==> src/rtl/memctrl_req_seq_pkg.sv <==
// Shared types and constants for the MEMCTRL request sequencer: FSM states,
// request record, default widths and the idle levels of the MEMCTRL strobe pins.
package memctrl_req_seq_pkg;

    localparam int AW_DEF = 16;
    localparam int DW_DEF = 8;

    typedef enum logic [1:0] {
        ST_IDLE   = 2'd0,
        ST_STROBE = 2'd1,
        ST_WAIT   = 2'd2,
        ST_GAP    = 2'd3
    } state_e;

    typedef struct packed {
        logic              wr;
        logic [AW_DEF-1:0] addr;
        logic [DW_DEF-1:0] wdata;
    } req_t;

    localparam logic CE_IDLE  = 1'b0;
    localparam logic CSB_IDLE = 1'b1;
    localparam logic WEB_IDLE = 1'b1;
    localparam logic OEB_IDLE = 1'b1;

    // Down-counters run from cycles-1 to zero, so a phase of N cycles loads N-1.
    function automatic logic [2:0] cnt_load(input int cycles);
        return 3'(cycles - 1);
    endfunction

endpackage

==> src/rtl/memctrl_req_seq_if.sv <==
// Request/response handshake bundle between a bus master and the sequencer.
interface memctrl_req_seq_if #(
    parameter int AW = 16,
    parameter int DW = 8
);
    logic          req_valid;
    logic          req_ready;
    logic          req_wr;
    logic [AW-1:0] req_addr;
    logic [DW-1:0] req_wdata;
    logic          rsp_valid;
    logic          rsp_ready;
    logic [DW-1:0] rsp_rdata;

    modport master (
        output req_valid, req_wr, req_addr, req_wdata, rsp_ready,
        input  req_ready, rsp_valid, rsp_rdata
    );

    modport slave (
        input  req_valid, req_wr, req_addr, req_wdata, rsp_ready,
        output req_ready, rsp_valid, rsp_rdata
    );
endinterface

==> src/rtl/memctrl_req_seq_fifo.sv <==
// Two-entry request FIFO; ready is registered from the post-update occupancy
// so the upstream handshake never sees a combinational path.
module memctrl_req_seq_fifo #(
    parameter int W = 25
) (
    input  logic         clk,
    input  logic         rst_n,
    input  logic         push,
    input  logic [W-1:0] push_data,
    input  logic         pop,
    output logic [W-1:0] head,
    output logic         not_empty,
    output logic         ready,
    output logic [1:0]   next_count
);
    logic [W-1:0] mem_r [2];
    logic         wr_ptr_r;
    logic         rd_ptr_r;
    logic [1:0]   count_r;
    logic         ready_r;
    logic [1:0]   next_count_s;

    assign next_count_s = count_r + {1'b0, push} - {1'b0, pop};

    // Storage, pointers, occupancy and registered ready.
    always_ff @(posedge clk or negedge rst_n) begin
        if (!rst_n) begin
            for (int i = 0; i < 2; i++) begin
                mem_r[i] <= {W{1'b0}};
            end
            wr_ptr_r <= 1'b0;
            rd_ptr_r <= 1'b0;
            count_r  <= 2'd0;
            ready_r  <= 1'b0;
        end else begin
            count_r <= next_count_s;
            ready_r <= (next_count_s < 2'd2);
            if (push) begin
                mem_r[wr_ptr_r] <= push_data;
                wr_ptr_r        <= ~wr_ptr_r;
            end
            if (pop) begin
                rd_ptr_r <= ~rd_ptr_r;
            end
        end
    end

    assign head       = mem_r[rd_ptr_r];
    assign not_empty  = (count_r != 2'd0);
    assign ready      = ready_r;
    assign next_count = next_count_s;

endmodule

==> src/rtl/memctrl_req_seq.sv <==
// Sequencer that replays queued bus requests as single-cycle SRAM strobes on
// the MEMCTRL pins and returns read data through a valid/ready response port.
module memctrl_req_seq
    import memctrl_req_seq_pkg::*;
#(
    parameter int AW     = AW_DEF,
    parameter int DW     = DW_DEF,
    parameter int RD_LAT = 2,
    parameter int GAP    = 1
) (
    input  logic             clk,
    input  logic             rst_n,
    memctrl_req_seq_if.slave bus,
    output logic [AW-1:0]    addr,
    output logic             ce,
    output logic             csb,
    output logic             web,
    output logic             oeb,
    output logic [DW-1:0]    idata,
    input  logic [DW-1:0]    odata,
    output logic             busy
);
    localparam int         RW        = 1 + AW + DW;
    localparam logic [2:0] WAIT_LOAD = cnt_load(RD_LAT);
    localparam logic [2:0] GAP_LOAD  = cnt_load(GAP);
    localparam logic       HAS_GAP   = (GAP > 0);

    state_e        state_r, state_next_s, resume_s;
    logic [2:0]    wait_cnt_r, wait_next_s;
    logic [2:0]    gap_cnt_r, gap_next_s;
    logic          op_wr_r;
    logic          push_s, pop_s, end_access_s;
    logic          head_valid_s, fifo_ready_s;
    logic [1:0]    next_count_s;
    logic [RW-1:0] push_data_s, head_s;
    logic          head_wr_s;
    logic [AW-1:0] head_addr_s;
    logic [DW-1:0] head_wdata_s;
    logic          capture_s, rsp_valid_next_s, can_start_s;

    logic [AW-1:0] addr_r, addr_next_s;
    logic          ce_r, ce_next_s, csb_r, csb_next_s;
    logic          web_r, web_next_s, oeb_r, oeb_next_s;
    logic [DW-1:0] idata_r, idata_next_s;
    logic          busy_r, busy_next_s;
    logic          rsp_valid_r;
    logic [DW-1:0] rsp_rdata_r;

    assign push_s      = bus.req_valid & fifo_ready_s;
    assign push_data_s = {bus.req_wr, bus.req_addr, bus.req_wdata};

    memctrl_req_seq_fifo #(.W(RW)) u_fifo (
        .clk        (clk),
        .rst_n      (rst_n),
        .push       (push_s),
        .push_data  (push_data_s),
        .pop        (pop_s),
        .head       (head_s),
        .not_empty  (head_valid_s),
        .ready      (fifo_ready_s),
        .next_count (next_count_s)
    );

    assign head_wr_s    = head_s[RW-1];
    assign head_addr_s  = head_s[DW +: AW];
    assign head_wdata_s = head_s[DW-1:0];

    // Next state; a read head waits while a response is (or is becoming) pending.
    always_comb begin
        capture_s        = (state_r == ST_WAIT) && (wait_cnt_r == 3'd0);
        rsp_valid_next_s = capture_s | (rsp_valid_r & ~bus.rsp_ready);
        can_start_s      = head_valid_s && (head_wr_s || !rsp_valid_next_s);
        resume_s         = can_start_s ? ST_STROBE : ST_IDLE;
        state_next_s     = state_r;
        wait_next_s      = wait_cnt_r;
        gap_next_s       = gap_cnt_r;
        end_access_s     = 1'b0;
        case (state_r)
            ST_IDLE: begin
                end_access_s = 1'b1;
                state_next_s = resume_s;
            end
            ST_STROBE: begin
                if (!op_wr_r) begin
                    state_next_s = ST_WAIT;
                    wait_next_s  = WAIT_LOAD;
                end else if (HAS_GAP) begin
                    state_next_s = ST_GAP;
                    gap_next_s   = GAP_LOAD;
                end else begin
                    end_access_s = 1'b1;
                    state_next_s = resume_s;
                end
            end
            ST_WAIT: begin
                if (wait_cnt_r != 3'd0) begin
                    wait_next_s = wait_cnt_r - 3'd1;
                end else if (HAS_GAP) begin
                    state_next_s = ST_GAP;
                    gap_next_s   = GAP_LOAD;
                end else begin
                    end_access_s = 1'b1;
                    state_next_s = resume_s;
                end
            end
            ST_GAP: begin
                if (gap_cnt_r != 3'd0) begin
                    gap_next_s = gap_cnt_r - 3'd1;
                end else begin
                    end_access_s = 1'b1;
                    state_next_s = resume_s;
                end
            end
            default: begin
                state_next_s = ST_IDLE;
            end
        endcase
        pop_s = end_access_s & can_start_s;
    end

    // Pin values for the upcoming cycle; ADDR holds until the next strobe.
    always_comb begin
        addr_next_s  = addr_r;
        ce_next_s    = CE_IDLE;
        csb_next_s   = CSB_IDLE;
        web_next_s   = WEB_IDLE;
        oeb_next_s   = OEB_IDLE;
        idata_next_s = {DW{1'b0}};
        case (state_next_s)
            ST_STROBE: begin
                ce_next_s   = 1'b1;
                csb_next_s  = 1'b0;
                addr_next_s = head_addr_s;
                if (head_wr_s) begin
                    web_next_s   = 1'b0;
                    idata_next_s = head_wdata_s;
                end else begin
                    oeb_next_s = 1'b0;
                end
            end
            ST_WAIT: begin
                oeb_next_s = 1'b0;
            end
            default: begin
                ce_next_s = CE_IDLE;
            end
        endcase
        busy_next_s = (next_count_s != 2'd0) || (state_next_s != ST_IDLE);
    end

    // State, counters, pins and response registers.
    always_ff @(posedge clk or negedge rst_n) begin
        if (!rst_n) begin
            state_r     <= ST_IDLE;
            wait_cnt_r  <= 3'd0;
            gap_cnt_r   <= 3'd0;
            op_wr_r     <= 1'b0;
            addr_r      <= {AW{1'b0}};
            ce_r        <= CE_IDLE;
            csb_r       <= CSB_IDLE;
            web_r       <= WEB_IDLE;
            oeb_r       <= OEB_IDLE;
            idata_r     <= {DW{1'b0}};
            busy_r      <= 1'b0;
            rsp_valid_r <= 1'b0;
            rsp_rdata_r <= {DW{1'b0}};
        end else begin
            state_r     <= state_next_s;
            wait_cnt_r  <= wait_next_s;
            gap_cnt_r   <= gap_next_s;
            if (pop_s) begin
                op_wr_r <= head_wr_s;
            end
            addr_r      <= addr_next_s;
            ce_r        <= ce_next_s;
            csb_r       <= csb_next_s;
            web_r       <= web_next_s;
            oeb_r       <= oeb_next_s;
            idata_r     <= idata_next_s;
            busy_r      <= busy_next_s;
            rsp_valid_r <= rsp_valid_next_s;
            if (capture_s) begin
                rsp_rdata_r <= odata;
            end
        end
    end

    assign addr          = addr_r;
    assign ce            = ce_r;
    assign csb           = csb_r;
    assign web           = web_r;
    assign oeb           = oeb_r;
    assign idata         = idata_r;
    assign busy          = busy_r;
    assign bus.req_ready = fifo_ready_s;
    assign bus.rsp_valid = rsp_valid_r;
    assign bus.rsp_rdata = rsp_rdata_r;

endmodule

==> src/flat_wrapper.sv <==
// flat-port wrapper written by rule: the top's interface ports become plain ports
module memctrl_req_seq_flat import memctrl_req_seq_pkg::*;
#(
    parameter int AW     = AW_DEF,
    parameter int DW     = DW_DEF,
    parameter int RD_LAT = 2,
    parameter int GAP    = 1
)
  (clk, rst_n, addr, ce, csb, web, oeb, idata, odata, busy, bus_req_valid, bus_req_wr, bus_req_addr, bus_req_wdata, bus_rsp_ready, bus_req_ready, bus_rsp_valid, bus_rsp_rdata);
  memctrl_req_seq_if #(.AW(AW), .DW(DW)) bus_i ();
  input  logic clk;
  input  logic rst_n;
  output logic [AW-1:0] addr;
  output logic ce;
  output logic csb;
  output logic web;
  output logic oeb;
  output logic [DW-1:0] idata;
  input  logic [DW-1:0] odata;
  output logic busy;
  input wire logic [$bits(bus_i.req_valid)-1:0] bus_req_valid;
  input wire logic [$bits(bus_i.req_wr)-1:0] bus_req_wr;
  input wire logic [$bits(bus_i.req_addr)-1:0] bus_req_addr;
  input wire logic [$bits(bus_i.req_wdata)-1:0] bus_req_wdata;
  input wire logic [$bits(bus_i.rsp_ready)-1:0] bus_rsp_ready;
  output wire logic [$bits(bus_i.req_ready)-1:0] bus_req_ready;
  output wire logic [$bits(bus_i.rsp_valid)-1:0] bus_rsp_valid;
  output wire logic [$bits(bus_i.rsp_rdata)-1:0] bus_rsp_rdata;
  assign bus_i.req_valid = bus_req_valid;
  assign bus_i.req_wr = bus_req_wr;
  assign bus_i.req_addr = bus_req_addr;
  assign bus_i.req_wdata = bus_req_wdata;
  assign bus_i.rsp_ready = bus_rsp_ready;
  assign bus_req_ready = bus_i.req_ready;
  assign bus_rsp_valid = bus_i.rsp_valid;
  assign bus_rsp_rdata = bus_i.rsp_rdata;
  memctrl_req_seq #(.AW(AW), .DW(DW), .RD_LAT(RD_LAT), .GAP(GAP)) u_core (.clk(clk), .rst_n(rst_n), .bus(bus_i), .addr(addr), .ce(ce), .csb(csb), .web(web), .oeb(oeb), .idata(idata), .odata(odata), .busy(busy));
endmodule
==> config.mk <==
export PLATFORM = sky130hd
export DESIGN_NAME = memctrl_req_seq_flat
export DESIGN_NICKNAME = d
export VERILOG_FILES = /design/src/rtl/memctrl_req_seq_pkg.sv /design/src/rtl/memctrl_req_seq_if.sv /design/src/rtl/memctrl_req_seq_fifo.sv /design/src/rtl/memctrl_req_seq.sv /design/src/flat_wrapper.sv
export SDC_FILE = /design/constraint.sdc
export NUM_CORES = 1
export LEC_CHECK = 0
export CORE_UTILIZATION = 56
export DETAILED_ROUTE_END_ITERATION = 8
export PLACE_DENSITY = 0.84
export SLEW_MARGIN = 15
export SYNTH_ARGS = -nofsm -noshare
export SYNTH_HDL_FRONTEND = slang
export SYNTH_SLANG_ARGS = --single-unit
==> constraint.sdc <==
create_clock -name clk -period 5.25 [get_ports clk]
set_input_delay 1.05 -clock clk [delete_from_list [all_inputs] [get_ports clk]]
set_output_delay 1.05 -clock clk [all_outputs]
set_load 0.02 [all_outputs]
==> flow_summary_export.csv <==
group,metric,value,unit
status,status,"completed",
routing,ant_nets,0,
sta,fin_ws,2.18,ns
place,gp_congestion,0.784,
logic_synthesis,postSynthAreaPerCell,14.6,um^2
layout,fin_area,5360,um^2
layout,num-fill-cells,489,
logic_synthesis,synth.cell_area,4310,um^2
die,die_area,8050,um^2
clock_tree,clockRootBuffer,"clkbuf_8",
logic_synthesis,synthDistinctLibCells,32,
layout,post-route-util,73.1,%
clock_tree,cts_buffers,9,
die,top_level_ports,76,
layout,antennaDiodeCount,0,
clock_tree,post_cts_buffers,0,
layout,multiInputGateArea,1640,um^2
global_route,grt_pass1_vias,2601,
setup_path,max_stage_delay,0.78,ns
sta,fmax,0.326,GHz
setup_path,critPathLaunchType,"register",
power_and_ir_drop,p_switching,1.24,mW
power_and_ir_drop,vdd_ir_drop_max,0.316,mV
sta,skew,0.0157,ns
worst_hold_path,hold_path.class,"register to register",
power_and_ir_drop,power_leakage,2.36,nW
routing,num_vias,2513,
sta,rsz0062_at_grt,"no",
die,die_w,89.7,um
sta,max_slew_margin,33.6,%
clock_tree,cts.sinks,102,
logic_synthesis,syn_inst,295,
die,dieHeight,89.7,um
logic_synthesis,syn-num-nets,342,
setup_path,crit_chain,"inv_1 > ha_1 > nand3b_1 > a21boi_2 > nor2_1 > o21a_1 > mux2_2",
clock_tree,clk_pin_slew_worst_paths,0.09,ns
power_and_ir_drop,powerDensity,686,nW/um^2
sta,setup-violations-final,0,
setup_path,required,5.49,ns
die,design.core.area,7330,um^2
place,dp_hpwl,4960,um
routing,wire_per_inst,15.5,um
place,pre_cts_slack,1.94,ns
power_and_ir_drop,power.internal,2.43,mW
routing,wirelength,7380,um
routing,drtIter0Drc,77,
global_route,grt_max_degree,59,
power_and_ir_drop,combPwrFrac,47.6,%
clock_tree,cts-resized-gates,0,
sta,final.min_clock_period,3.07,ns
setup_path,end_kind,"register",
routing,drcViolationCount,0,
clock_tree,max-clock-path-buffers,2,
sta,worst-slew-pin-transition,0.995,ns
global_route,grt-ovfl-total,0,
sta,final.setup.tns,0,ns
global_route,antenna_found_initial,0,
layout,seqCellArea,2560,um^2
logic_synthesis,ys_seq_elements,102,
setup_path,worst-setup-path-type,"register to register",
setup_path,slowest_stage,"o21a_1",
clock_tree,holdBufCountCts,0,
global_route,grt_pass1_wl,11800,um
layout,layout-drive-gt1-share,31.2,%
setup_path,arrival,3.31,ns
place,dpl-instance-area,5130,um^2
routing,vias_per_cell,5.27,
layout,syn_to_final_growth,24.4,%
clock_tree,clk_latency,0.36,ns
setup_path,critPathMaxFanout,18,
power_and_ir_drop,swShare,33.8,%
layout,final_nets,420,
die,initial_core_util,58.7,%
sta,drv_slew,0,
clock_tree,h-tree-depth,3,
sta,hold-worst-slack,0.499,ns
sta,finalCritPeriodShare,58.5,%
global_route,grt.total_usage,20.1,%
place,portBuffers,75,
power_and_ir_drop,p_clk_share,14.7,%
clock_tree,cts_tree,"done",
routing,dr.pass1.iters,4,
logic_synthesis,ys.warnings.count,0,
logic_synthesis,synth_seq_area_share,59.4,%
power_and_ir_drop,power_frac_seq,37.7,%
sta,finalHoldViolCount,0,
die,rows,31,
flow_run,maxCapViolCount,0,
-- metrics by stage --
| step | total power, mW | std cells |
|---|---|---|
| after floorplan | 2.64 | 295 |
| after global placement | 3.08 | 461 |
| after detailed placement | 3.16 | 461 |
| after CTS | 3.71 | 477 |
| after global routing | 3.91 | 477 |
| final | 3.67 | 477 |
-- cell usage in the layout (no fill, tap or decap), types with 3 or more instances in the layout --
cell              n
nand2b_1          4
mux2_2           84
o21ai_0           7
nor2_1           13
inv_1            12
clkdlybuf4s50_1  74
nand3_1           4
nand2_1           8
ha_1             10
mux2_4            9
clkbuf_8         10
dfstp_2           3
o22ai_1           4
mux2i_1          10
dfrtp_1          99
buf_4             4
-- worst paths after layout --
| path | endpoint | from | slack, ns | cells after the start |
|---|---|---|---|---|
| worst max-delay path | u_core.addr[15] | u_core.state_r[0] | 2.18 | 7 |
| worst min-delay path | u_core.wait_cnt_r[1] | u_core.wait_cnt_r[1] | 0.50 | 2 |
| worst max register to register | u_core.addr[15] | u_core.state_r[0] | 2.18 | 7 |
| worst min register to register | u_core.wait_cnt_r[1] | u_core.wait_cnt_r[1] | 0.50 | 2 |
| max in group asynchronous | u_core.u_fifo.rd_ptr_r | rst_n | 3.46 | 2 |
| min in group asynchronous | u_core.wait_cnt_r[1] | rst_n | 0.74 | 1 |
-- layer usage --
layer | share of wire (%) | GRT usage [%] | wire (um) | vias up
met5 | 0 | 0 | 0 | -
met4 | 2.2 | 9.67 | 159 | 0
met3 | 4.6 | 4.30 | 339 | 14
met2 | 48 | 34.8 | 3580 | 59
met1 | 45 | 24.0 | 3300 | 1265
li1 | - | - | - | 1175
-- kinds of logic (layout without fill, tap and decap cells) --
group	after synthesis	after routing	synth area share (%)
compound gates	17	17	2.91
flops	102	102	59.4
simple gates	37	37	4.18
fa+ha+maj	10	10	2.91
xor+xnor	3	3	0.610
mux	103	103	27.4
buf+inv	23	106	2.61
-- cell type report --
class                           instances  area share, %
Clock buffer                           12           2.71
Clock inverter                          4           1.45
Inverter                               12          0.841
Multi-Input combinational cell        170           30.6
Sequential cell                       102           47.7
Tap cell                               99           2.31
Timing Repair Buffer                   78           14.4
-- sequential cells by signal, summed over array words and instances, names as in the netlist, 2 cells and up --
name	count
u_core.u_fifo.mem_r	50
u_core.gap_cnt_r	3
u_core.wait_cnt_r	3
u_core.idata	8
u_core.state_r	2
u_core.u_fifo.count_r	2
u_core.bus.rsp_rdata	8
u_core.addr	16
-- power by group through the flow --
stage,clock network (mW),registers [mW],logic [mW]
floorplan,0,1.52,1.12
global placement,0,1.38,1.71
detailed placement,0,1.40,1.76
CTS,0.554,1.38,1.77
global route,0.583,1.43,1.90
finish,0.539,1.38,1.75
-- critical path: cells and delay by family (launching register included) --
family / cells / cell delay (ns)
and+or+nand+nor: 2 / 0.55
adders and majority gates: 1 / 0.31
muxes: 1 / 0.42
AOI/OAI and AO/OA: 2 / 1.14
DFF: 1 / 0.43
buffers and inverters: 1 / 0.10
-- cells in the mapped netlist --
| master | instances | share of area [%] |
|---|---|---|
| mux2i_1 | 10 | 2.3 |
| or4_1 | 1 | 0.17 |
| nand3b_1 | 2 | 0.35 |
| nor2_1 | 13 | 1.1 |
| dfrtp_1 | 99 | 58 |
| nand4_1 | 1 | 0.15 |
| xnor2_1 | 2 | 0.41 |
| buf_8 | 1 | 0.35 |
| nand3_1 | 4 | 0.46 |
| a2111oi_2 | 1 | 0.35 |
| xor2_1 | 1 | 0.20 |
| mux2_4 | 9 | 3.1 |
| buf_1 | 2 | 0.17 |
| a21boi_2 | 1 | 0.26 |
| or2_2 | 1 | 0.15 |
| inv_1 | 12 | 1.0 |
| buf_4 | 2 | 0.35 |
| nand2b_1 | 4 | 0.58 |
| o22ai_1 | 4 | 0.58 |
| a21o_1 | 1 | 0.17 |
| nand2_1 | 8 | 0.70 |
| buf_6 | 1 | 0.26 |
| a21boi_0 | 1 | 0.17 |
| ha_1 | 10 | 2.9 |
| o21a_1 | 1 | 0.17 |
| nor2b_1 | 2 | 0.29 |
| clkbuf_1 | 5 | 0.44 |
| mux2_2 | 84 | 22 |
| a21oi_4 | 1 | 0.38 |
| o21ai_0 | 7 | 0.81 |
| and3b_1 | 1 | 0.20 |
| dfstp_2 | 3 | 1.8 |
No activity file was read; power rests on OpenSTA's default activity.
